[src/rtl/spec_tlb_pkg.sv]
// Shared widths, RECV field layout, table depths and walk FSM encoding
// for the page table responder.
package spec_tlb_pkg;

  localparam int VPN8_W   = 6;
  localparam int PPN8_W   = 6;
  localparam int VPN32_W  = 4;
  localparam int PPN32_W  = 4;

  localparam int DEPTH8   = 64;
  localparam int DEPTH32  = 16;

  localparam int RECV8_W        = VPN8_W + PPN8_W;
  localparam int RECV8_PPN_LSB  = 0;
  localparam int RECV8_VPN_LSB  = PPN8_W;
  localparam int RECV32_W       = VPN32_W + PPN32_W;
  localparam int RECV32_PPN_LSB = 0;
  localparam int RECV32_VPN_LSB = PPN32_W;

  localparam int WR_IDX_W = 6;
  localparam int CNT_W    = 4;

  typedef enum logic [0:0] {
    ST_IDLE = 1'b0,
    ST_WALK = 1'b1
  } walk_state_e;

  typedef enum logic [0:0] {
    PORT_8B  = 1'b0,
    PORT_32B = 1'b1
  } port_sel_e;

endpackage

[src/rtl/page_table_responder_if.sv]
// Request/response and table-write bundle for page_table_responder.
// PAGE_TABLE_FAULT_EN adds the per-port fault strobes.
interface page_table_responder_if;
  import spec_tlb_pkg::*;

  logic                  PAGE_8B_RQST;
  logic [VPN8_W-1:0]     PAGE_8B_LOOKUP;
  logic [RECV8_W-1:0]    PAGE_8B_RECV;
  logic                  PAGE_8B_COMPLETE;
  logic                  PAGE_32B_RQST;
  logic [VPN32_W-1:0]    PAGE_32B_LOOKUP;
  logic [RECV32_W-1:0]   PAGE_32B_RECV;
  logic                  PAGE_32B_COMPLETE;
  logic                  PT_WR_EN;
  logic                  PT_WR_SEL;
  logic [WR_IDX_W-1:0]   PT_WR_IDX;
  logic [PPN8_W-1:0]     PT_WR_PPN;
  logic                  PT_WR_VALID;
`ifdef PAGE_TABLE_FAULT_EN
  logic                  PAGE_8B_FAULT;
  logic                  PAGE_32B_FAULT;
`endif

  modport master (
`ifdef PAGE_TABLE_FAULT_EN
    input  PAGE_8B_FAULT, input PAGE_32B_FAULT,
`endif
    output PAGE_8B_RQST, PAGE_8B_LOOKUP, PAGE_32B_RQST, PAGE_32B_LOOKUP,
    output PT_WR_EN, PT_WR_SEL, PT_WR_IDX, PT_WR_PPN, PT_WR_VALID,
    input  PAGE_8B_RECV, PAGE_8B_COMPLETE, PAGE_32B_RECV, PAGE_32B_COMPLETE
  );

  modport slave (
`ifdef PAGE_TABLE_FAULT_EN
    output PAGE_8B_FAULT, output PAGE_32B_FAULT,
`endif
    input  PAGE_8B_RQST, PAGE_8B_LOOKUP, PAGE_32B_RQST, PAGE_32B_LOOKUP,
    input  PT_WR_EN, PT_WR_SEL, PT_WR_IDX, PT_WR_PPN, PT_WR_VALID,
    output PAGE_8B_RECV, PAGE_8B_COMPLETE, PAGE_32B_RECV, PAGE_32B_COMPLETE
  );

endinterface

[src/rtl/page_table_responder_array.sv]
// page_table_array: one page table, PPN storage in inferred RAM plus a
// resettable valid vector; registered read-first port.
module page_table_array #(
  parameter int DEPTH = 64,
  parameter int PPN_W = 6,
  localparam int AW   = $clog2(DEPTH)
) (
  input  logic             clk,
  input  logic             rst,
  input  logic             wr_en,
  input  logic [AW-1:0]    wr_addr,
  input  logic [PPN_W-1:0] wr_ppn,
  input  logic             wr_valid,
  input  logic             rd_en,
  input  logic [AW-1:0]    rd_addr,
  output logic [PPN_W-1:0] rd_ppn,
  output logic             rd_valid
);

  logic [PPN_W-1:0] mem_reg [DEPTH];
  logic [PPN_W-1:0] rd_ppn_reg;
  logic [DEPTH-1:0] valid_reg;
  logic             rd_valid_reg;

  // A read and write to the same entry on one edge returns the old contents.
  always_ff @(posedge clk) begin
    if (wr_en) mem_reg[wr_addr] <= wr_ppn;
    if (rd_en) rd_ppn_reg <= mem_reg[rd_addr];
  end

  always_ff @(posedge clk) begin
    if (rst) begin
      valid_reg    <= '0;
      rd_valid_reg <= 1'b0;
    end else begin
      if (wr_en) valid_reg[wr_addr] <= wr_valid;
      if (rd_en) rd_valid_reg <= valid_reg[rd_addr];
    end
  end

  assign rd_ppn   = rd_ppn_reg;
  assign rd_valid = rd_valid_reg;

endmodule

[src/rtl/page_table_responder.sv]
// Two-port page table responder: one shared walk engine, fixed LATENCY per
// response. PAGE_TABLE_FAULT_EN reports invalid entries as faults (PPN 0).
module page_table_responder #(
  parameter int unsigned LATENCY = 4
) (
  input  logic                   clk,
  input  logic                   rst,
  page_table_responder_if.slave  bus
);
  import spec_tlb_pkg::*;

  walk_state_e          state_reg, state_next;
  port_sel_e            sel_reg, sel_next;
  logic [CNT_W-1:0]     cnt_reg, cnt_next;
  logic                 grant8, grant32;

  logic                 slot8_full_reg, slot32_full_reg;
  logic [VPN8_W-1:0]    slot8_vpn_reg;
  logic [VPN32_W-1:0]   slot32_vpn_reg;
  logic [RECV8_W-1:0]   recv8_reg;
  logic [RECV32_W-1:0]  recv32_reg;
  logic                 complete8_reg, complete32_reg;

  logic                 cap8, cap32, avail8, avail32, done, done8, done32;
  logic [VPN8_W-1:0]    lk8;
  logic [VPN32_W-1:0]   lk32;
  logic [PPN8_W-1:0]    rd_ppn8, ppn8_resp;
  logic [PPN32_W-1:0]   rd_ppn32, ppn32_resp;
  logic                 rd_valid8, rd_valid32;

  // A request is only accepted into an empty slot; otherwise it is dropped.
  assign cap8    = bus.PAGE_8B_RQST  & ~slot8_full_reg;
  assign cap32   = bus.PAGE_32B_RQST & ~slot32_full_reg;
  assign avail8  = slot8_full_reg  | bus.PAGE_8B_RQST;
  assign avail32 = slot32_full_reg | bus.PAGE_32B_RQST;
  assign lk8     = slot8_full_reg  ? slot8_vpn_reg  : bus.PAGE_8B_LOOKUP;
  assign lk32    = slot32_full_reg ? slot32_vpn_reg : bus.PAGE_32B_LOOKUP;
  assign done    = (state_reg == ST_WALK) && (cnt_reg == '0);
  assign done8   = done && (sel_reg == PORT_8B);
  assign done32  = done && (sel_reg == PORT_32B);

  always_comb begin
    state_next = state_reg;
    sel_next   = sel_reg;
    cnt_next   = cnt_reg;
    grant8     = 1'b0;
    grant32    = 1'b0;
    case (state_reg)
      ST_IDLE: begin
        if (avail8)       grant8  = 1'b1;
        else if (avail32) grant32 = 1'b1;
      end
      ST_WALK: begin
        if (cnt_reg != '0) begin
          cnt_next = cnt_reg - CNT_W'(1);
        end else begin
          state_next = ST_IDLE;
          // Hand the engine straight to the other port for back-to-back service.
          if (sel_reg == PORT_8B) grant32 = avail32;
          else                    grant8  = avail8;
        end
      end
      default: state_next = ST_IDLE;
    endcase
    if (grant8 || grant32) begin
      state_next = ST_WALK;
      cnt_next   = CNT_W'(LATENCY - 1);
      sel_next   = grant8 ? PORT_8B : PORT_32B;
    end
  end

  always_ff @(posedge clk) begin
    if (rst) begin
      state_reg <= ST_IDLE;
      sel_reg   <= PORT_8B;
      cnt_reg   <= '0;
    end else begin
      state_reg <= state_next;
      sel_reg   <= sel_next;
      cnt_reg   <= cnt_next;
    end
  end

  // The grant edge is the snapshot: only the granted table performs a read.
  page_table_array #(.DEPTH(DEPTH8), .PPN_W(PPN8_W)) u_table8 (
    .clk(clk), .rst(rst),
    .wr_en(bus.PT_WR_EN & ~bus.PT_WR_SEL), .wr_addr(bus.PT_WR_IDX),
    .wr_ppn(bus.PT_WR_PPN), .wr_valid(bus.PT_WR_VALID),
    .rd_en(grant8), .rd_addr(lk8), .rd_ppn(rd_ppn8), .rd_valid(rd_valid8)
  );

  page_table_array #(.DEPTH(DEPTH32), .PPN_W(PPN32_W)) u_table32 (
    .clk(clk), .rst(rst),
    .wr_en(bus.PT_WR_EN & bus.PT_WR_SEL), .wr_addr(bus.PT_WR_IDX[VPN32_W-1:0]),
    .wr_ppn(bus.PT_WR_PPN[PPN32_W-1:0]), .wr_valid(bus.PT_WR_VALID),
    .rd_en(grant32), .rd_addr(lk32), .rd_ppn(rd_ppn32), .rd_valid(rd_valid32)
  );

`ifdef PAGE_TABLE_FAULT_EN
  logic fault8_reg, fault32_reg;
  assign ppn8_resp  = rd_valid8  ? rd_ppn8  : '0;
  assign ppn32_resp = rd_valid32 ? rd_ppn32 : '0;
  always_ff @(posedge clk) begin
    if (rst) begin
      fault8_reg  <= 1'b0;
      fault32_reg <= 1'b0;
    end else begin
      fault8_reg  <= done8  & ~rd_valid8;
      fault32_reg <= done32 & ~rd_valid32;
    end
  end
  assign bus.PAGE_8B_FAULT  = fault8_reg;
  assign bus.PAGE_32B_FAULT = fault32_reg;
`else
  assign ppn8_resp  = rd_valid8  ? rd_ppn8  : slot8_vpn_reg;
  assign ppn32_resp = rd_valid32 ? rd_ppn32 : slot32_vpn_reg;
`endif

  always_ff @(posedge clk) begin
    if (rst) begin
      slot8_full_reg  <= 1'b0;
      slot32_full_reg <= 1'b0;
      slot8_vpn_reg   <= '0;
      slot32_vpn_reg  <= '0;
      recv8_reg       <= '0;
      recv32_reg      <= '0;
      complete8_reg   <= 1'b0;
      complete32_reg  <= 1'b0;
    end else begin
      slot8_full_reg  <= (slot8_full_reg  & ~done8)  | cap8;
      slot32_full_reg <= (slot32_full_reg & ~done32) | cap32;
      if (cap8)  slot8_vpn_reg  <= bus.PAGE_8B_LOOKUP;
      if (cap32) slot32_vpn_reg <= bus.PAGE_32B_LOOKUP;
      complete8_reg  <= done8;
      complete32_reg <= done32;
      if (done8) begin
        recv8_reg[RECV8_VPN_LSB +: VPN8_W] <= slot8_vpn_reg;
        recv8_reg[RECV8_PPN_LSB +: PPN8_W] <= ppn8_resp;
      end
      if (done32) begin
        recv32_reg[RECV32_VPN_LSB +: VPN32_W] <= slot32_vpn_reg;
        recv32_reg[RECV32_PPN_LSB +: PPN32_W] <= ppn32_resp;
      end
    end
  end

  assign bus.PAGE_8B_RECV      = recv8_reg;
  assign bus.PAGE_8B_COMPLETE  = complete8_reg;
  assign bus.PAGE_32B_RECV     = recv32_reg;
  assign bus.PAGE_32B_COMPLETE = complete32_reg;

endmodule
[src/flat_wrapper.sv]
// flat-port wrapper written by rule: the top's interface ports become plain ports
module page_table_responder_flat import spec_tlb_pkg::*;
#(
  parameter int unsigned LATENCY = 4
)
  (clk, rst, bus_PAGE_8B_RQST, bus_PAGE_8B_LOOKUP, bus_PAGE_32B_RQST, bus_PAGE_32B_LOOKUP, bus_PT_WR_EN, bus_PT_WR_SEL, bus_PT_WR_IDX, bus_PT_WR_PPN, bus_PT_WR_VALID, bus_PAGE_8B_RECV, bus_PAGE_8B_COMPLETE, bus_PAGE_32B_RECV, bus_PAGE_32B_COMPLETE);
  page_table_responder_if bus_i ();
  input  logic clk;
  input  logic rst;
  input wire logic [$bits(bus_i.PAGE_8B_RQST)-1:0] bus_PAGE_8B_RQST;
  input wire logic [$bits(bus_i.PAGE_8B_LOOKUP)-1:0] bus_PAGE_8B_LOOKUP;
  input wire logic [$bits(bus_i.PAGE_32B_RQST)-1:0] bus_PAGE_32B_RQST;
  input wire logic [$bits(bus_i.PAGE_32B_LOOKUP)-1:0] bus_PAGE_32B_LOOKUP;
  input wire logic [$bits(bus_i.PT_WR_EN)-1:0] bus_PT_WR_EN;
  input wire logic [$bits(bus_i.PT_WR_SEL)-1:0] bus_PT_WR_SEL;
  input wire logic [$bits(bus_i.PT_WR_IDX)-1:0] bus_PT_WR_IDX;
  input wire logic [$bits(bus_i.PT_WR_PPN)-1:0] bus_PT_WR_PPN;
  input wire logic [$bits(bus_i.PT_WR_VALID)-1:0] bus_PT_WR_VALID;
  output wire logic [$bits(bus_i.PAGE_8B_RECV)-1:0] bus_PAGE_8B_RECV;
  output wire logic [$bits(bus_i.PAGE_8B_COMPLETE)-1:0] bus_PAGE_8B_COMPLETE;
  output wire logic [$bits(bus_i.PAGE_32B_RECV)-1:0] bus_PAGE_32B_RECV;
  output wire logic [$bits(bus_i.PAGE_32B_COMPLETE)-1:0] bus_PAGE_32B_COMPLETE;
  assign bus_i.PAGE_8B_RQST = bus_PAGE_8B_RQST;
  assign bus_i.PAGE_8B_LOOKUP = bus_PAGE_8B_LOOKUP;
  assign bus_i.PAGE_32B_RQST = bus_PAGE_32B_RQST;
  assign bus_i.PAGE_32B_LOOKUP = bus_PAGE_32B_LOOKUP;
  assign bus_i.PT_WR_EN = bus_PT_WR_EN;
  assign bus_i.PT_WR_SEL = bus_PT_WR_SEL;
  assign bus_i.PT_WR_IDX = bus_PT_WR_IDX;
  assign bus_i.PT_WR_PPN = bus_PT_WR_PPN;
  assign bus_i.PT_WR_VALID = bus_PT_WR_VALID;
  assign bus_PAGE_8B_RECV = bus_i.PAGE_8B_RECV;
  assign bus_PAGE_8B_COMPLETE = bus_i.PAGE_8B_COMPLETE;
  assign bus_PAGE_32B_RECV = bus_i.PAGE_32B_RECV;
  assign bus_PAGE_32B_COMPLETE = bus_i.PAGE_32B_COMPLETE;
  page_table_responder #(.LATENCY(LATENCY)) u_core (.clk(clk), .rst(rst), .bus(bus_i));
endmodule
[config.mk]
export PLATFORM = sky130hd
export DESIGN_NAME = page_table_responder_flat
export DESIGN_NICKNAME = d
export VERILOG_FILES = /design/src/rtl/spec_tlb_pkg.sv /design/src/rtl/page_table_responder_if.sv /design/src/rtl/page_table_responder_array.sv /design/src/rtl/page_table_responder.sv /design/src/flat_wrapper.sv
export SDC_FILE = /design/constraint.sdc
export NUM_CORES = 1
export LEC_CHECK = 0
export CAP_MARGIN = 20
export CORE_AREA = 2 2 258 311
export DETAILED_ROUTE_END_ITERATION = 12
export DIE_AREA = 0 0 260 313
export GPL_TIMING_DRIVEN = 0
export PLACE_DENSITY = 0.49
export REMOVE_ABC_BUFFERS = 1
export SLEW_MARGIN = 30
export SYNTH_ARGS = -nofsm -noshare
export SYNTH_HDL_FRONTEND = slang
export SYNTH_HIERARCHICAL = 1
export SYNTH_SLANG_ARGS = --single-unit
[constraint.sdc]
create_clock -name clk -period 3 [get_ports clk]
set_input_delay 0.6 -clock clk [delete_from_list [all_inputs] [get_ports clk]]
set_output_delay 0.6 -clock clk [all_outputs]
set_load 0.01 [all_outputs]
==> flow_metrics.tcl, run 1 <==
set metrics [dict create \
    grt_max_degree 77 \
    detail_route.vias_per_cell 5.01 \
    synth.avg_cell_area_um2 16.8 \
    route.final.wire_length_um 58000 \
    fin_total_pwr_mw 17.6 \
    grt_pass1_vias 12767 \
    holdCritPathClass "input port to flip-flop" \
    hold_viol_final 0 \
    layout.cells.most_common_list "458 x edfxtp_1, 147 x mux4_2, 119 x dfxtp_1, 93 x a21oi_1, 84 x nand2_1" \
    synth_top_flop_cell "edfxtp_1" \
    syn_to_final_growth_pct 16.6 \
    syn_inst 1386 \
    layout_min_cycle_time_ns 3.05 \
    globalRouteTotalUtil 0.143 \
    global_route_wire_length_before_repair_um 85900 \
    p_leak_nw 8.19 \
    cp-start-kind "input port" \
    rows 113 \
    antenna_left 0 \
    endpoint_kind "flip-flop" \
    clk_path_buf_depth 3 \
    clock_latency_ns 0.62 \
    dp_hpwl_um 34400 \
    setup_slack_ns -0.0537 \
    floorplan.die_area_mm2 0.0814 \
    p_per_cell_area_mw_per_mm2 649 \
    power.ir.vdd_worst_v 0.000331 \
    synthesis.yosys.warnings 6 \
    placement.io_buffers 50 \
    synthesis.area_mm2 0.0233 \
    detailed_place.area_mm2 0.0249 \
    timing_max_transition_violations_final 0 \
    drc 0 \
    finalHoldWorstSlack_ns 0.375 \
    antenna_violations_before_repair 2 \
    drtPass1Iterations 5 \
    total_via_count_in_the_routed_design 12579 \
    finish.net_count 1458 \
    coreArea_mm2 0.0785 \
    die_width_um 260 \
    synth_seq_cells 580 \
    initial_core_util 0.296 \
    ctsRootBufferMaster "clkbuf_16" \
    fmax_mhz 327 \
    timing.setup.critical_path_class "input port to flip-flop" \
    timing.slew.headroom 0.312 \
    finalSetupViolCount 13 \
    critical_path_required_ns 3.49 \
    worst_margin_pin_slew_ns 1.03 \
    critical_path_peak_fanout 15 \
    synth-edff-count 458 \
    first_iter_violations 1035 \
    ctsHtreeMaxLevel 2 \
    dieHeight_um 313 \
    grt_setup_unrepaired "yes" \
    holdBufCountCts 0 \
    postLayoutCellArea_mm2 0.0271 \
    cts_tree "yes" \
    clk_pin_slew_worst_paths_ns 0.06 \
    run_status "finished with violations" \
    most_common_cell_after_layout_fill_and_taps_aside "edfxtp_1" \
    fraction_of_layout_instances_using_a_drive_strength_above_1 0.237 \
    worstPathArrival_ns 3.54 \
    i_o_pin_cnt 51 \
    min_period_over_period 1.02 \
    synth.yosys.seq_area_share 0.696 \
    cts_inserted_buffers 56 \
    grt.overflow.total 0 \
    diodes 0 \
    failing_checks "setup timing" \
    routed_wire_length_per_instance_um 23.1 \
    clock_sink_count 580 \
    synth_async_sr_flop_share 0 \
    synth_cell_type_count 52 \
    largest_reg_flops 384 \
    max_cap_viol_count 0 \
    gp_routability_congestion 0.740 \
    clock-skew-final_ns 0.0233 \
]
[report_power, final]
group	total [mW]	leakage [nW]	internal (mW)	switching [mW]
clock network	7.05	0.900	3.98	3.07
registers	8.88	5.11	8.79	0.0900
logic	1.69	2.18	0.738	0.950
total	17.6	8.19	13.5	4.11
[logic make-up (layout without fill, tap and decap cells)]
kind of cell             Yosys count  after routing  synth area share
AO/OA/AOI/OAI                    217            217            0.0511
adder cells (fa/ha/maj)            2              2           0.00108
buffers and inverters            105            190            0.0210
flip-flops                       580            580             0.696
multiplexers                     216            220             0.180
AND/OR/NAND/NOR                  266            266            0.0510
[metal layers]
layer | vias to the layer above | GRT usage | wire length, um
li1 | 5557 | - | -
met1 | 6607 | 0.190 | 24800
met2 | 324 | 0.238 | 28600
met3 | 89 | 0.0236 | 3100
met4 | 2 | 0.0455 | 1560
met5 | - | 0 | 7
[final cells by class]
cell class / instances / area [um2]
inverter: 8 / 30.0
clock buffer: 69 / 1530
sequential: 580 / 16200
fill: 7442 / 51300
tap: 1035 / 1290
multi-input combinational: 705 / 6810
clock inverter: 37 / 300
timing repair buffer: 76 / 957
[synthesized netlist by cell type, types with 10 or more instances]
library cell | count | area (um2)
dfxtp_1 | 122 | 2440
nand2_1 | 87 | 327
nor2_1 | 114 | 428
buf_2 | 18 | 90.1
a211oi_1 | 13 | 97.6
edfxtp_1 | 458 | 13800
a21oi_1 | 93 | 465
mux2_1 | 10 | 113
o21ai_0 | 77 | 385
clkbuf_1 | 61 | 229
nand3_1 | 18 | 90.1
mux2_2 | 12 | 135
mux2i_1 | 38 | 380
o21ai_1 | 11 | 55.1
mux4_2 | 147 | 3310
[worst paths after layout]
kind,from,end,slack [ns],cells after the start
min,bus_PT_WR_PPN[1],u_core/u_table8/mem_reg[15][1]$_DFFE_PP_,0.38,1
max reg2reg,u_core/slot8_full_reg$_SDFF_PP0_,u_core/u_table8/rd_ppn[2]$_DFFE_PP_,0.07,7
max,bus_PT_WR_EN,u_core/u_table8/valid_reg[27]$_SDFFE_PP0P_,-0.05,7
min reg2reg,u_core/bus.PAGE_8B_RECV[7]$_SDFFE_PP0P_,u_core/bus.PAGE_8B_RECV[7]$_SDFFE_PP0P_,0.47,2
[worst max-delay path, stage by stage]
cell and delay (ns):
clkdlybuf4s50_1 0.47, nor2b_1 0.46, nor2b_1 0.43, nand3_2 0.62
nor2_2 0.65, mux2i_1 0.26, nor2_1 0.05
[timing repair]
item	4_1_cts	5_1_grt
setup endpoints to repair	44	229
resized for setup	16	34
setup buffers	9	0
gates cloned	7	1
[metrics by stage]
stage / cells / setup TNS [ns] / setup slack (ns) / util
after global placement: 2374 / -714.94 / -7.69 / 0.313
final: 2510 / -0.349 / -0.0537 / 0.346
after floorplan: 1289 / -23.17 / -3.42 / -
after CTS: 2509 / -0.554 / -0.0297 / 0.344
after detailed placement: 2387 / -225.01 / -1.38 / 0.317
after global routing: 2510 / -4.37 / -0.174 / 0.346
Note: power is estimated with default switching activity, not from simulation.
==> run 2: changes to the inputs <==
--- a/config.mk
+++ b/config.mk
@@ -7,6 +7,7 @@
 export LEC_CHECK = 0
 export CAP_MARGIN = 20
 export CORE_AREA = 2 2 258 311
+export CTS_BUF_LIST = sky130_fd_sc_hd__clkbuf_2 sky130_fd_sc_hd__clkbuf_4 sky130_fd_sc_hd__clkbuf_8
 export DETAILED_ROUTE_END_ITERATION = 12
 export DIE_AREA = 0 0 260 313
 export GPL_TIMING_DRIVEN = 0
==> run 2 against run 1 <==
Net effect:
- clock-buffer cell count increased by 52
- hold slack got worse by 0.052 ns
- cell count increased by 2.6%
- sequential share of layout area increased by 0.12 points
- largest cell class unchanged
- maximum frequency decreased by 0.44%
- highest routed layer unchanged
- the run still ends with setup timing left
- first-iteration DRC count increased by 0.48%
- largest power group unchanged
- combinational power about the same
- clock power decreased by 6.7%
==> flow_metrics.tcl, run 2 (synthesis results as in run 1) <==
set metrics [dict create \
    clock_sink_count 580 \
    critical_path_peak_fanout 15 \
    syn_to_final_growth_pct 16.4 \
    failing_checks "setup timing" \
    largest_reg_flops 384 \
    timing.setup.critical_path_class "input port to flip-flop" \
    min_period_over_period 1.02 \
    holdCritPathClass "input port to flip-flop" \
    route.final.wire_length_um 58400 \
    timing.slew.headroom 0.271 \
    cp-start-kind "input port" \
    antenna_violations_before_repair 3 \
    dp_hpwl_um 34400 \
    p_per_cell_area_mw_per_mm2 633 \
    cts_inserted_buffers 92 \
    p_leak_nw 8.20 \
    clk_pin_slew_worst_paths_ns 0.06 \
    critical_path_required_ns 3.29 \
    cpPeakStageDelay_ns 0.91 \
    initial_core_util 0.296 \
    fillerInstances 7468 \
    cts_tree "yes" \
    die_width_um 260 \
    i_o_pin_cnt 51 \
    grt_setup_unrepaired "yes" \
    ctsRootBufferMaster "clkbuf_8" \
    placement.io_buffers 50 \
    run_status "finished with violations" \
    grt_pass1_vias 13122 \
    global_route_wire_length_before_repair_um 86600 \
    fmax_mhz 326 \
    grt_max_degree 77 \
    clk_path_buf_depth 3 \
    setup_slack_ns -0.0672 \
    coreArea_mm2 0.0785 \
    holdBufCountCts 0 \
    finalSetupViolCount 8 \
    layout.cells.most_common_list "458 x edfxtp_1, 147 x mux4_2, 119 x dfxtp_1, 98 x clkbuf_8, 93 x a21oi_1" \
    drtPass1Iterations 5 \
    path_cells "clkdlybuf4s50_1, nor2b_1, nand3_1, nor2_1" \
    ctsHtreeMaxLevel 3 \
    floorplan.die_area_mm2 0.0814 \
    final_core_util 0.345 \
    power.ir.vdd_worst_v 0.000281 \
    layout_min_cycle_time_ns 3.07 \
    worstPathArrival_ns 3.36 \
    finish.net_count 1492 \
    routed_wire_length_per_instance_um 22.7 \
    drc 0 \
    gp_routability_congestion 0.740 \
    register_area_mm2 0.0162 \
    most_common_cell_after_layout_fill_and_taps_aside "edfxtp_1" \
    clock-skew-final_ns 0.0223 \
    rows 113 \
    grt.overflow.total 0 \
    dieHeight_um 313 \
    fraction_of_layout_instances_using_a_drive_strength_above_1 0.261 \
    clock_latency_ns 0.67 \
    total_via_count_in_the_routed_design 12776 \
    multiInputGateArea_mm2 0.00684 \
    globalRouteTotalUtil 0.144 \
    timing_max_transition_violations_final 0 \
    detail_route.vias_per_cell 4.96 \
    endpoint_kind "flip-flop" \
    antenna_left 0 \
    worst_margin_pin_slew_ns 1.09 \
    max_cap_viol_count 0 \
    setup-tns-final_ns -0.372 \
    first_iter_violations 1040 \
    hold_viol_final 0 \
    crit_path_max_delay_cell_type "nand3_1" \
]
## run 2: worst paths after layout
| check | depth (start not counted) | to | start | slack, ns |
|---|---|---|---|---|
| worst max-delay path | 4 | u_core/u_table8/mem_reg[20][0]$_DFFE_PP_ | bus_PT_WR_EN | -0.07 |
| worst min-delay path | 1 | u_core/u_table8/mem_reg[13][1]$_DFFE_PP_ | bus_PT_WR_PPN[1] | 0.32 |
| worst max register to register | 7 | u_core/u_table8/rd_ppn[4]$_DFFE_PP_ | u_core/slot8_full_reg$_SDFF_PP0_ | 0.03 |
| worst min register to register | 2 | u_core/bus.PAGE_8B_RECV[7]$_SDFFE_PP0P_ | u_core/bus.PAGE_8B_RECV[7]$_SDFFE_PP0P_ | 0.47 |
## run 2: final cells by class
cell class / count / area share
well taps: 1035 / 0.0478
multi-input cells: 706 / 0.253
flip-flops and latches: 580 / 0.599
clock inverters: 51 / 0.0104
inverters: 8 / 0.00111
clock buffers: 121 / 0.0562
repair buffers: 73 / 0.0331
diodes: 2 / 0.000185
## run 2: layer usage
metal	track usage	part of all wire	wire, um
met1	0.186	0.42	24800
met2	0.240	0.50	29200
met3	0.0248	0.049	2840
met4	0.0560	0.027	1600
met5	0	0.00022	13
## run 2: per-stage QoR
step	setup WS (ns)	hold slack (ns)	power, mW	instance area, um2	instances
6_report	-0.0672	0.324	17.1	27100	2576
5_1_grt	-0.104	0.288	17.8	27100	2575
4_1_cts	-0.0193	0.249	17.4	27000	2574
3_5_place_dp	-1.38	0.466	10.6	24900	2387
3_3_place_gp	-7.69	0.458	10.7	24600	2374
2_1_floorplan	-3.42	0.444	9.99	22800	1289
## run 2: power by group
group / switching [mW] / leakage (nW) / internal, mW
registers: 0.0927 / 5.11 / 8.79
logic: 0.954 / 2.15 / 0.725
clock network: 3.09 / 0.937 / 3.49
total: 4.14 / 8.20 / 13.0
## run 2: worst max-delay path: cells and delay by family
family	cells	cell delay (ns)
buffers and inverters	1	0.47
and+or+nand+nor	3	2.28
## run 2: repair_timing
item,4_1_cts,5_1_grt
setup buffers,8,0
cloned,7,1
setup endpoints to repair,22,231
resized for setup,14,44
==> run 3: changes to the inputs <==
--- a/config.mk
+++ b/config.mk
@@ -11,8 +11,7 @@
 export DETAILED_ROUTE_END_ITERATION = 12
 export DIE_AREA = 0 0 260 313
 export GPL_TIMING_DRIVEN = 0
-export PLACE_DENSITY = 0.49
-export REMOVE_ABC_BUFFERS = 1
+export PLACE_DENSITY = 0.47
 export SLEW_MARGIN = 30
 export SYNTH_ARGS = -nofsm -noshare
 export SYNTH_HDL_FRONTEND = slang
==> constraint.sdc (replaced) <==
create_clock -name clk -period 3.25 [get_ports clk]
set_input_delay 0.65 -clock clk [delete_from_list [all_inputs] [get_ports clk]]
set_output_delay 0.65 -clock clk [all_outputs]
set_load 0.01 [all_outputs]
==> run 3 against run 2 <==
Net effect:
- the flow now finishes without violations
- clock-buffer cell count is 16 higher
- register-to-register slack better by 0.05 ns
- cell count is 2.6% higher
- clock skew is 0.0021 ns higher
- hold slack worse by 0.061 ns
- total power is 5.4% lower
- clock power is 2% lower
- sequential share of layout area is 0.16 points lower
- design area is 0.21% higher
- flip-flop and latch count stayed put
- routed wire length is 7.1% higher
- critical path type unchanged
- critical endpoint is now u_core/u_table8/mem_reg[3][1]$_DFFE_PP_
- largest cell class unchanged
==> flow_metrics.tcl, run 3 (synthesis results as in run 1) <==
set metrics [dict create \
    detail_route.vias_per_cell 4.98 \
    timing.critical_path.mode_cell "nor2b_1" \
    path_cells "clkdlybuf4s50_1, nor2b_1, nor2b_1, nand3_1, clkbuf_1, nor2_1" \
    grt_pass1_vias 13834 \
    endpoint_kind "flip-flop" \
    global_route_wire_length_before_repair_um 92400 \
    drtPass1Iterations 7 \
    globalRouteTotalUtil 0.155 \
    finalHoldWorstSlack_ns 0.263 \
    max_cap_viol_count 0 \
    fraction_of_layout_instances_using_a_drive_strength_above_1 0.238 \
    holdCritPathClass "input port to flip-flop" \
    run_status "completed" \
    grt_max_degree 72 \
    placement.io_buffers 49 \
    layout.cells.most_common_list "458 x edfxtp_1, 147 x mux4_2, 122 x dfxtp_1, 112 x nor2_1, 102 x clkbuf_8" \
    grt.overflow.total 0 \
    most_common_cell_after_layout_fill_and_taps_aside "edfxtp_1" \
    antenna_left 0 \
    r2r_start "u_core/slot8_full_reg$_SDFF_PP0_" \
    critical_path_required_ns 3.56 \
    timing_max_transition_violations_final 0 \
    ctsRootBufferMaster "clkbuf_8" \
    finalSetupViolCount 0 \
    r2r_end "u_core/u_table8/rd_ppn[3]$_DFFE_PP_" \
    count_of_buffering_cells_on_the_critical_path_with_inverters_included 2 \
    total_via_count_in_the_routed_design 13160 \
    dp_hpwl_um 42300 \
    first_iter_violations 976 \
    min_period_over_period 0.989 \
    clock_latency_ns 0.70 \
    antenna_violations_before_repair 1 \
    floorplan.die_area_mm2 0.0814 \
    reg2reg_slack_ns 0.08 \
    crit_family "simple AND/OR/NAND/NOR gates" \
    final_core_util 0.346 \
    whs_path_depth 1 \
    coreArea_mm2 0.0785 \
    initial_core_util 0.296 \
    rows 113 \
    dieHeight_um 313 \
    grt_setup_unrepaired "no" \
    crit_path_max_delay_cell_type "nor2_1" \
    layout_min_cycle_time_ns 3.21 \
    syn_to_final_growth_pct 16.7 \
    syn_nets 1417 \
    postLayoutCellArea_mm2 0.0271 \
    critical_path_peak_fanout 10 \
    final-instance-count-excl-fill 2644 \
    clk_pin_slew_worst_paths_ns 0.06 \
    timing.slew.headroom 0.346 \
    i_o_pin_cnt 51 \
    clock_sink_count 580 \
    power.ir.vdd_worst_v 0.000289 \
    p_per_cell_area_mw_per_mm2 598 \
    cp-start-kind "input port" \
    die_width_um 260 \
    detailed_place.area_mm2 0.0251 \
    route.final.wire_length_um 62500 \
    cts_tree "yes" \
    hold_viol_final 0 \
    ctsHtreeMaxLevel 3 \
    worstHoldStart "bus_PT_WR_PPN[3]" \
    worstPathArrival_ns 3.53 \
    placed_cells 2474 \
    clock-skew-final_ns 0.0244 \
    whs_endpoint "u_core/u_table32/mem_reg[1][3]$_DFFE_PP_" \
    rr_worst_depth 7 \
    finish.net_count 1563 \
    cpPeakStageDelay_ns 0.71 \
    largest_reg_flops 384 \
    drc 0 \
    gp_routability_congestion 0.818 \
    cts_inserted_buffers 91 \
    timing.setup.critical_path_class "input port to flip-flop" \
    p_leak_nw 8.34 \
    fmax_mhz 311 \
    clk_path_buf_depth 3 \
    worst_margin_pin_slew_ns 0.978 \
    routed_wire_length_per_instance_um 23.6 \
]
[run 3: per-layer routing]
metal / vias up / part of all wire / GRT usage
met4: 0 / 0.028 / 0.0601
met1: 6950 / 0.42 / 0.193
met2: 345 / 0.51 / 0.271
li1: 5777 / - / -
met3: 88 / 0.043 / 0.0235
met5: - / 0 / 0
[run 3: area by class of cell]
cell class | instances | area (um2)
Fill cell | 7511 | 51300
Timing Repair Buffer | 53 | 563
Buffer | 97 | 529
Sequential cell | 580 | 16200
Antenna cell | 1 | 2.50
Clock inverter | 32 | 254
Clock buffer | 137 | 1670
Multi-Input combinational cell | 701 | 6600
Inverter | 8 | 30.0
Tap cell | 1035 | 1290
[run 3: metrics by stage]
stage               setup TNS (ns)  power [mW]  setup WS, ns
floorplan                        0        9.25         0.337
global placement           -260.68        9.91         -1.37
detailed placement         -118.94        9.91         -1.21
CTS                              0        16.5        0.0202
global route                     0        16.8       0.00578
finish                           0        16.2        0.0361
[run 3: how the worst max path moves through the flow]
| stage | endpoint | slack [ns] | cells past startpoint | start |
|---|---|---|---|---|
| detailed placement | u_core/u_table8/rd_ppn[1]$_DFFE_PP_ | -1.21 | 9 | bus_PAGE_8B_LOOKUP[1] |
| floorplan | u_core/u_table8/rd_ppn[3]$_DFFE_PP_ | 0.34 | 6 | bus_PAGE_8B_LOOKUP[1] |
| global route | u_core/u_table8/mem_reg[3][3]$_DFFE_PP_ | 0.006 | 6 | bus_PT_WR_EN |
| global placement | u_core/u_table8/rd_ppn[3]$_DFFE_PP_ | -1.37 | 7 | bus_PAGE_8B_LOOKUP[1] |
| CTS | u_core/u_table8/rd_ppn[3]$_DFFE_PP_ | 0.02 | 7 | u_core/slot8_full_reg$_SDFF_PP0_ |
| finish | u_core/u_table8/mem_reg[3][1]$_DFFE_PP_ | 0.04 | 6 | bus_PT_WR_EN |
[run 3: repair_timing]
action	CTS	global route
gates resized for setup	25	8
endpoints found under the hold margin	0	0
buffers inserted	0	0
endpoints found under the setup margin	6	14
hold buffers	0	0
[run 3: report_power, final]
part,switching [mW],total (mW),internal [mW]
sequential,0.0525,8.17,8.11
combinational,0.927,1.58,0.657
clock,2.87,6.47,3.60
